$ cat src/rtl/sequenciador_div_ula.sv
// Division sequencer that owns the shared ULA. While idle it forwards the datapath request.
// While busy it runs repeated subtraction to produce an unsigned quotient and remainder.
module sequenciador_div_ula #(
  parameter int                 LARGURA   = 8,
  parameter logic [LARGURA-1:0] QUOC_DIV0 = '1
) (
  input  logic               clk,
  input  logic               reset,
  input  logic               inicio,
  input  logic [LARGURA-1:0] dividendo,
  input  logic [LARGURA-1:0] divisor,
  input  logic               ctrl_dp,
  input  logic [LARGURA-1:0] a_dp,
  input  logic [LARGURA-1:0] b_dp,
  input  logic [LARGURA-1:0] saida_ula,
  input  logic               zero,
  input  logic               negativo,
  output logic               controle_ula,
  output logic [LARGURA-1:0] ula_a,
  output logic [LARGURA-1:0] ula_b,
  output logic               ula_livre,
  output logic               ocupado,
  output logic               pronto,
  output logic [LARGURA-1:0] quociente,
  output logic [LARGURA-1:0] resto,
  output logic               erro_div0
);

  typedef enum logic [1:0] {OCIOSO, SUBTRAI, FIM} estado_t;

  estado_t            estado, prox_estado;
  logic [LARGURA-1:0] r, d, q;

  assign ocupado   = (estado != OCIOSO);
  assign ula_livre = !ocupado;
  assign pronto    = (estado == FIM);

  // NOTE: state and data registers use non-blocking assignments so every flop
  // samples the pre-edge values; blocking here would create ordering races.
  always_ff @(posedge clk or posedge reset) begin
    if (reset) estado <= OCIOSO;
    else       estado <= prox_estado;
  end

  // NOTE: every output of this block gets a default first, so no path leaves a
  // signal unassigned and no latch is inferred.
  always_comb begin
    prox_estado  = estado;
    controle_ula = 1'b0;
    ula_a        = '0;
    ula_b        = '0;
    unique case (estado)
      OCIOSO: begin
        controle_ula = ctrl_dp;
        ula_a        = a_dp;
        ula_b        = b_dp;
        if (inicio) prox_estado = (divisor == '0) ? FIM : SUBTRAI;
      end
      SUBTRAI: begin
        controle_ula = 1'b1;
        ula_a        = r;
        ula_b        = d;
        if (negativo || zero) prox_estado = FIM;
      end
      FIM:     prox_estado = OCIOSO;
      default: prox_estado = OCIOSO;
    endcase
  end

  // Result registers load on the edge that enters FIM, so they are valid with pronto.
  always_ff @(posedge clk or posedge reset) begin
    if (reset) begin
      r         <= '0;
      d         <= '0;
      q         <= '0;
      quociente <= '0;
      resto     <= '0;
      erro_div0 <= 1'b0;
    end else begin
      unique case (estado)
        OCIOSO: begin
          if (inicio) begin
            r <= dividendo;
            d <= divisor;
            q <= '0;
            if (divisor == '0) begin
              quociente <= QUOC_DIV0;
              resto     <= dividendo;
              erro_div0 <= 1'b1;
            end
          end
        end
        SUBTRAI: begin
          if (negativo) begin
            quociente <= q;
            resto     <= r;
            erro_div0 <= 1'b0;
          end else if (zero) begin
            // Exact division: the final subtraction is counted and r clears.
            r         <= '0;
            q         <= q + 1'b1;
            quociente <= q + 1'b1;
            resto     <= '0;
            erro_div0 <= 1'b0;
          end else begin
            r <= saida_ula;
            q <= q + 1'b1;
          end
        end
        default: ;
      endcase
    end
  end

endmodule

$ cat config.mk
export PLATFORM = sky130hd
export DESIGN_NAME = sequenciador_div_ula
export DESIGN_NICKNAME = d
export VERILOG_FILES = /design/src/rtl/sequenciador_div_ula.sv
export SDC_FILE = /design/constraint.sdc
export NUM_CORES = 1
export LEC_CHECK = 0
export CELL_PAD_IN_SITES_DETAIL_PLACEMENT = 1
export CELL_PAD_IN_SITES_GLOBAL_PLACEMENT = 1
export CORE_MARGIN = 5
export CORE_UTILIZATION = 30
export CTS_BUF_LIST = sky130_fd_sc_hd__clkbuf_16
export DETAILED_ROUTE_END_ITERATION = 10
export PLACE_DENSITY_LB_ADDON = 0.1
export SLEW_MARGIN = 10
export SYNTH_ARGS = -nofsm -noshare
export SYNTH_HDL_FRONTEND = slang
export SYNTH_SLANG_ARGS = --single-unit
$ cat constraint.sdc
create_clock -name clk -period 1.5 [get_ports clk]
set_input_delay 0.225 -clock clk [delete_from_list [all_inputs] [get_ports clk]]
set_output_delay 0.225 -clock clk [all_outputs]
set_load 0.01 [all_outputs]
## After elaboration in Yosys (flattened, before gate mapping)

Cells that the tools add are included.

- Eq/ne operators: 7
- Mux-type cells: 29
- Reduce and logical (&&, ||, !) cells: 10
- Add/sub/neg operators: 1

Operator list:

| kind | count |
|---|---|
| $mux 8 | 13 |
| $pmux 8 s2 | 6 |
| $add 8x1->8 const B | 1 |
| $logic_not 8->1 | 1 |
| $ne 2x2->1 const B | 4 |
| $mux 2 | 3 |
| $mux 1 | 4 |
| $pmux 1 s2 | 2 |
| $pmux 2 s2 | 1 |
| $reduce_and 2->1 | 2 |
| $reduce_and 4->1 | 1 |
| $reduce_bool 2->1 | 2 |
| $ne 3x3->1 const B | 1 |
| $reduce_and 3->1 | 1 |
| $eq 2x1->1 const B | 1 |
| $eq 2x2->1 const B | 1 |
| $logic_not 2->1 | 1 |
| $logic_not 1->1 | 1 |
| $logic_or 1x1->1 | 1 |

- Register bits after elaboration: 43
- Word-level logic and storage cells: 54
- Output and inout bits: 37
- Bits of input ports: 46

## Longest topological paths before layout

Gate-level depths: netlist (run 1).

- Word-level depth: 4
- Gate-level depth with buffers: 7
- Gate-level depth less buffers: 5

## Worst setup path before layout (run 1)

OpenSTA, ideal clock, no wires.

- Kind: flip-flop to flip-flop
- Start point: register estado[0]
- End point: register resto[0]
- Library setup time: 80 ps
- Path slack: -166 ps
- Required time: 1,420 ps
- Clock period less this slack: 1,666 ps
- Stages on the path, launching flop included: 7
- Arrival time: 1,585 ps
- Path buffers: 1
- Cells stage by stage: dfrtp_1 -> or3b_4 -> o32a_4 -> clkinv_8 -> buf_12 -> nor2_2 -> a31oi_4

- Cells in the longest elaborated chain, start to end: 3
- Elaborated cells on any way between the ends: 8
- Classes of those cells: 4 x eq/ne; 1 x mux; 3 x reduce/logical

RTL lines:

| item | RTL line | text |
|---|---|---|
| start: declaration | 31 | `estado_t estado, prox_estado;` |
| start signal: assignment | 42 | `else estado <= prox_estado;` |
| $eq 2x1->1 or $logic_not 2->1 (tied branches) | 80 | `unique case (estado)` |
| $ne 3x3->1 (no line), or another cell as far along | n/a |  |
| $reduce_and 4->1 (no line) | n/a |  |
| end signal: assignment | 88 | `resto <= dividendo;` |
| end signal: assignment | 96 | `resto <= r;` |
| end: declaration | 25 | `output logic [LARGURA-1:0] resto,` |

Parallel ways exist; a longest one is shown, timed or not.
A chain may end at the register's enable or synchronous reset.

## Worst setup path in the final report (run 1)

- Start point: register estado[0]
- End point: register resto[6]

Same word-level chain as after synthesis.

==> results of run 1 <==
cells in the mapped netlist, types with 2 or more instances:
| master | n |
|---|---|
| xnor2_1 | 5 |
| mux2i_1 | 18 |
| buf_2 | 6 |
| nor3b_1 | 3 |
| o21ai_1 | 2 |
| nor2_1 | 39 |
| o21ai_0 | 9 |
| nor2b_1 | 3 |
| nand2_1 | 27 |
| a21oi_1 | 2 |
| a31oi_4 | 3 |
| nand3_1 | 13 |
| nor2_2 | 4 |
| a21oi_2 | 8 |
| clkbuf_1 | 5 |
| a22oi_1 | 7 |
| o31ai_1 | 3 |
| mux2_2 | 8 |
| inv_1 | 2 |
| a31oi_1 | 5 |
| dfrtp_1 | 43 |
| xor2_1 | 2 |
| buf_12 | 2 |
final timing paths:
path                            start           end  slack, ps  depth (start not counted)
max                         estado[0]      resto[6]       -150                          5
max reg2reg                 estado[0]      resto[6]       -150                          5
min in group asynchronous       reset  quociente[5]        290                          3
max in group asynchronous       reset     estado[0]        970                          3
min                        divisor[2]          d[2]        240                          2
min reg2reg                 erro_div0     erro_div0        500                          2
registers in the layout, summed over array words and instances (netlist names):
| register | flops |
|---|---|
| d | 8 |
| q | 8 |
| quociente | 8 |
| r | 8 |
| resto | 8 |
| estado | 2 |
| erro_div0 | 1 |
power groups by stage:
stage	Clock (mW)	Sequential (mW)	Combinational, mW
floorplan	0	1.96	1.24
global placement	0	1.93	2.56
detailed placement	0	1.93	2.62
CTS	1.28	1.92	2.91
global route	1.33	1.99	3.31
finish	1.24	1.93	3.07
cell families (layout without fill, tap and decap cells):
group | count (synthesis) | count (layout) | synth area share, %
compound gates | 42 | 42 | 14.6
xor+xnor | 7 | 7 | 2.59
mux | 26 | 26 | 11.4
fa+ha+maj | 1 | 1 | 0.528
buf+inv | 17 | 144 | 4.91
flops | 43 | 43 | 45.4
simple gates | 103 | 103 | 20.6
through the flow:
stage	utilization (%)	std cells	TNS, ps
6_report	53.0	468	-5650
5_1_grt	53.0	468	-9000
4_1_cts	50.6	465	-5560
3_5_place_dp	44.9	436	-18370
3_3_place_gp	44.9	436	-17660
2_1_floorplan	-	239	-1240
routing by layer:
metal  part of all wire, %  GRT usage, %
met1                    43          20.6
met2                    50          29.1
met3                   5.2          4.67
met4                   1.7          4.10
met5                     0             0
final cells by class:
| cell class | instances | area (um^2) | share of cell area (%) |
|---|---|---|---|
| Tap cell | 102 | 128 | 3.11 |
| Inverter | 3 | 23.8 | 0.580 |
| Multi-Input combinational cell | 179 | 1400 | 34.2 |
| Timing Repair Buffer | 131 | 1270 | 31.1 |
| Timing Repair inverter | 2 | 25.0 | 0.611 |
| Sequential cell | 43 | 1080 | 26.3 |
| Clock buffer | 5 | 125 | 3.05 |
| Clock inverter | 3 | 43.8 | 1.07 |
repair_timing:
action,4_1_cts,5_1_grt
buffers inserted,18,5
pin swaps,5,11
hold buffers,0,0
resized for setup,133,46
setup endpoints to repair,60,62
gates cloned,3,0
==> flow_metrics.env, run 1 <==
export IMPL_hold_viol=0
export IMPL_ir_drop_mv=0.570
export IMPL_cp_cell_sequence="or3b_4, o32a_4, clkinv_4, nor2_4, a31oi_4"
export IMPL_internal_power_mw=4.10
export IMPL_criticalPathCategory="reg -> reg"
export IMPL_layout_cells_most_common="clkdlybuf4s50_1"
export IMPL_cpLargestDelayFamily="compound AO/OA/AOI/OAI gates"
export IMPL_synth_top_cell_area_share_pct=45.4
export IMPL_synthCells=239
export IMPL_drv_cap=0
export IMPL_pre_cts_slack_ps=-572
export IMPL_p_sw_share_pct=34.3
export IMPL_num_io_pins=83
export IMPL_synth_edf_count=0
export IMPL_synth_nets=286
export IMPL_antenna_found_initial=0
export IMPL_cp_slowest_cell="dfrtp_2"
export IMPL_clock_latency_ps=280
export IMPL_grt_pass1_vias=2534
export IMPL_ys_top_cells_by_area="dfrtp_1, mux2i_1, nor2_1"
export IMPL_power_frac_seq_pct=30.9
export IMPL_core_area_um2=7730
export IMPL_placedInstanceArea_um2=3470
export IMPL_violations="negative setup slack"
export IMPL_critPathRequiredTime_ps=1710
export IMPL_fin_crit_sh_pct=110
export IMPL_grt_max_degree=44
export IMPL_finalNetCount=412
export IMPL_relSlewSlack_pct=71.9
export IMPL_wl_per_cell_um=17.3
export IMPL_final_cell_mix="clkdlybuf4s50_1, dfrtp_1, nor2_1, nand2_1, buf_6"
export IMPL_synth_warnings=0
export IMPL_cts_inserted_buffers=5
export IMPL_dieArea_um2=9780
export IMPL_skew_ps=5.47
export IMPL_cts_sinks=43
export IMPL_setup_viol=58
export IMPL_power_leakage_nw=1.80
export IMPL_gp_routability_congestion=0.789
export IMPL_status="finished with violations"
export IMPL_initial_core_util_pct=30.7
export IMPL_cp_max_fo=6
export IMPL_ant_nets=0
export IMPL_cts_clk_slew_worst_paths_ps=60
export IMPL_final_area_um2=4100
export IMPL_drive_gt1_share_pct=40.2
export IMPL_synthFlopType="dfrtp_1"
export IMPL_post_route_min_period_ps=1650
export IMPL_slowest_delay_ps=470
export IMPL_syn_area_per_cell_um2=9.92
export IMPL_setup_ws_ps=-152
export IMPL_synthesis_area_um2=2370
export IMPL_synthDistinctLibCells=43
export IMPL_cts_tree="done"
export IMPL_cts_buffer_depth=2
export IMPL_num_vias=2275
export IMPL_remaining_drc_errors=0
export IMPL_synth_largest_area_cell="dfrtp_1"
export IMPL_port_buffers=82
export IMPL_fmax_mhz=605
export IMPL_hp_class="in -> reg"
export IMPL_routed_via_density=4.86
export IMPL_htree_levels=2
export IMPL_p_comb_share_pct=49.2
export IMPL_track_usage_pct=16.8
export IMPL_rows=32
export IMPL_switching_power_mw=2.14
export IMPL_area_growth_synth_to_final_pct=72.9
export IMPL_antenna_cells=0
export IMPL_pwr_share_clk_pct=19.9
export IMPL_power_mw=6.24
export IMPL_tightest_slew_ps=421
export IMPL_grt_pass1_wl_um=13200
export IMPL_die_h_um=98.9
export IMPL_dr_pass1_iters=4
export IMPL_setup_worst_path_start_class="flop"
export IMPL_first_iter_violations=53
export IMPL_dp_hpwl_um=5530
export IMPL_rsz0062_at_grt="true"
export IMPL_ys_seq_elements=43
export IMPL_die_w_um=98.9
export IMPL_synth_async_reset_ratio_pct=100
export IMPL_worstSetupEndpointType="flop"
export IMPL_critical_path_buf_inv_count=1
export IMPL_root_buffer="clkbuf_16"
export IMPL_drv_slew=0
export IMPL_whs_ps=237
export IMPL_fillers=863
export IMPL_timing_critical_path_arrival_ps=1860
export IMPL_wl_um=8080
export IMPL_power_density_nw_per_um2=1520
export IMPL_yosysSeqAreaShare_pct=45.4
export IMPL_overflow=0
No activity file was read; power rests on OpenSTA's default activity.
==> run 2, diff against run 1 <==
--- a/constraint.sdc
+++ b/constraint.sdc
@@ -3,2 +3,2 @@
 set_output_delay 0.225 -clock clk [all_outputs]
-set_load 0.01 [all_outputs]
+set_load 0.02 [all_outputs]
==> run 2 against run 1 <==
  * The run still ends with negative setup slack left
  * Via count down 3.1%
  * Sequential share of layout area down 0.54 points
  * Core utilization up 1.1 points
  * Critical path type unchanged
==> flow_metrics.env, run 2 (same netlist as run 1, synthesis figures left out) <==
export IMPL_gp_routability_congestion=0.792
export IMPL_criticalPathCategory="reg -> reg"
export IMPL_final_cell_mix="clkdlybuf4s50_1, dfrtp_1, buf_4, nand2_1, buf_6"
export IMPL_power_mw=6.63
export IMPL_placedInstanceArea_um2=3560
export IMPL_wl_per_cell_um=16.3
export IMPL_num_io_pins=83
export IMPL_setup_worst_path_start_class="flop"
export IMPL_routed_via_density=4.73
export IMPL_grt_pass1_vias=2393
export IMPL_setup_viol=57
export IMPL_cts_sinks=43
export IMPL_worstSetupEndpointType="flop"
export IMPL_die_h_um=98.9
export IMPL_cts_tree="done"
export IMPL_first_iter_violations=62
export IMPL_cp_max_fo=6
export IMPL_drv_slew=0
export IMPL_dp_hpwl_um=5340
export IMPL_root_buffer="clkbuf_16"
export IMPL_cts_inserted_buffers=5
export IMPL_wl_um=7580
export IMPL_remaining_drc_errors=0
export IMPL_num_vias=2204
export IMPL_antenna_cells=0
export IMPL_ant_nets=0
export IMPL_core_area_um2=7730
export IMPL_finalNetCount=410
export IMPL_clock_latency_ps=280
export IMPL_port_buffers=82
export IMPL_cts_clk_slew_worst_paths_ps=60
export IMPL_drv_cap=0
export IMPL_initial_core_util_pct=30.7
export IMPL_status="finished with violations"
export IMPL_dr_pass1_iters=4
export IMPL_setup_tns_ps=-8300
export IMPL_stdcell_count=466
export IMPL_dp_cells=440
export IMPL_drive_gt1_share_pct=44.2
export IMPL_fin_crit_sh_pct=116
export IMPL_rsz0062_at_grt="true"
export IMPL_die_w_um=98.9
export IMPL_power_density_nw_per_um2=1590
export IMPL_critPathRequiredTime_ps=1700
export IMPL_setup_ws_ps=-237
export IMPL_layout_cells_most_common="clkdlybuf4s50_1"
export IMPL_grt_max_degree=33
export IMPL_hp_class="in -> async"
export IMPL_track_usage_pct=15.5
export IMPL_final_util_pct=54.1
export IMPL_rows=32
export IMPL_tightest_slew_ps=475
export IMPL_antenna_found_initial=0
export IMPL_timing_critical_path_arrival_ps=1930
export IMPL_cts_hold_buffers=0
export IMPL_skew_ps=6.95
export IMPL_whs_ps=209
export IMPL_final_area_um2=4180
export IMPL_fmax_mhz=576
export IMPL_relSlewSlack_pct=68.3
export IMPL_r2r_cells=6
export IMPL_htree_levels=2
export IMPL_cts_buffer_depth=2
export IMPL_violations="negative setup slack"
export IMPL_power_leakage_nw=1.85
export IMPL_grt_pass1_wl_um=12400
export IMPL_post_route_min_period_ps=1740
export IMPL_area_growth_synth_to_final_pct=76.3
export IMPL_hold_viol=0
export IMPL_overflow=0
export IMPL_ir_drop_mv=0.832
export IMPL_dieArea_um2=9780
export IMPL_pre_cts_slack_ps=-607
## run 2: per-layer routing
metal	up-vias	routed length, um	track usage (%)
met1	1062	3390	20.5
li1	1084	-	-
met5	-	0	0
met2	54	3740	26.0
met3	4	393	3.89
met4	0	49	2.84
## run 2: worst paths after layout
check	from	to	slack, ps
worst max-delay path	estado[0]	resto[3]	-240
worst min-delay path	reset	d[5]	210
worst max register to register	estado[0]	resto[3]	-240
worst min register to register	erro_div0	erro_div0	500
max in group asynchronous	reset	estado[0]	810
min in group clk	divisor[5]	d[5]	220
## run 2: repair_timing
action / CTS / global route
setup endpoints to repair: 65 / 70
resized for setup: 109 / 98
pin swaps: 19 / 21
endpoints found under the hold margin: 0 / 0
buffers inserted: 5 / 11
gates cloned: 2 / 1
## run 2: final cells by class
cell class	instances	area [um^2]
inverters	3	23.8
multi-input cells	179	1470
fillers	847	3550
clock inverters	3	43.8
repair inverters	2	25.0
repair buffers	129	1290
clock buffers	5	125
flip-flops and latches	43	1080
well taps	102	128
## run 2: power breakdown
group	total (mW)	switching [mW]	internal, mW	leakage, nW
Combinational	3.44	1.66	1.78	1.24
Sequential	1.93	0.342	1.59	0.524
Clock	1.25	0.465	0.786	0.0838
## run 2: worst max-delay path, cell delays in order (launching register included)
cell	delay [ps]
dfrtp_2	450
buf_6	130
or3b_4	370
o32a_4	410
clkinv_8	90
nor2_2	30
a31oi_1	160
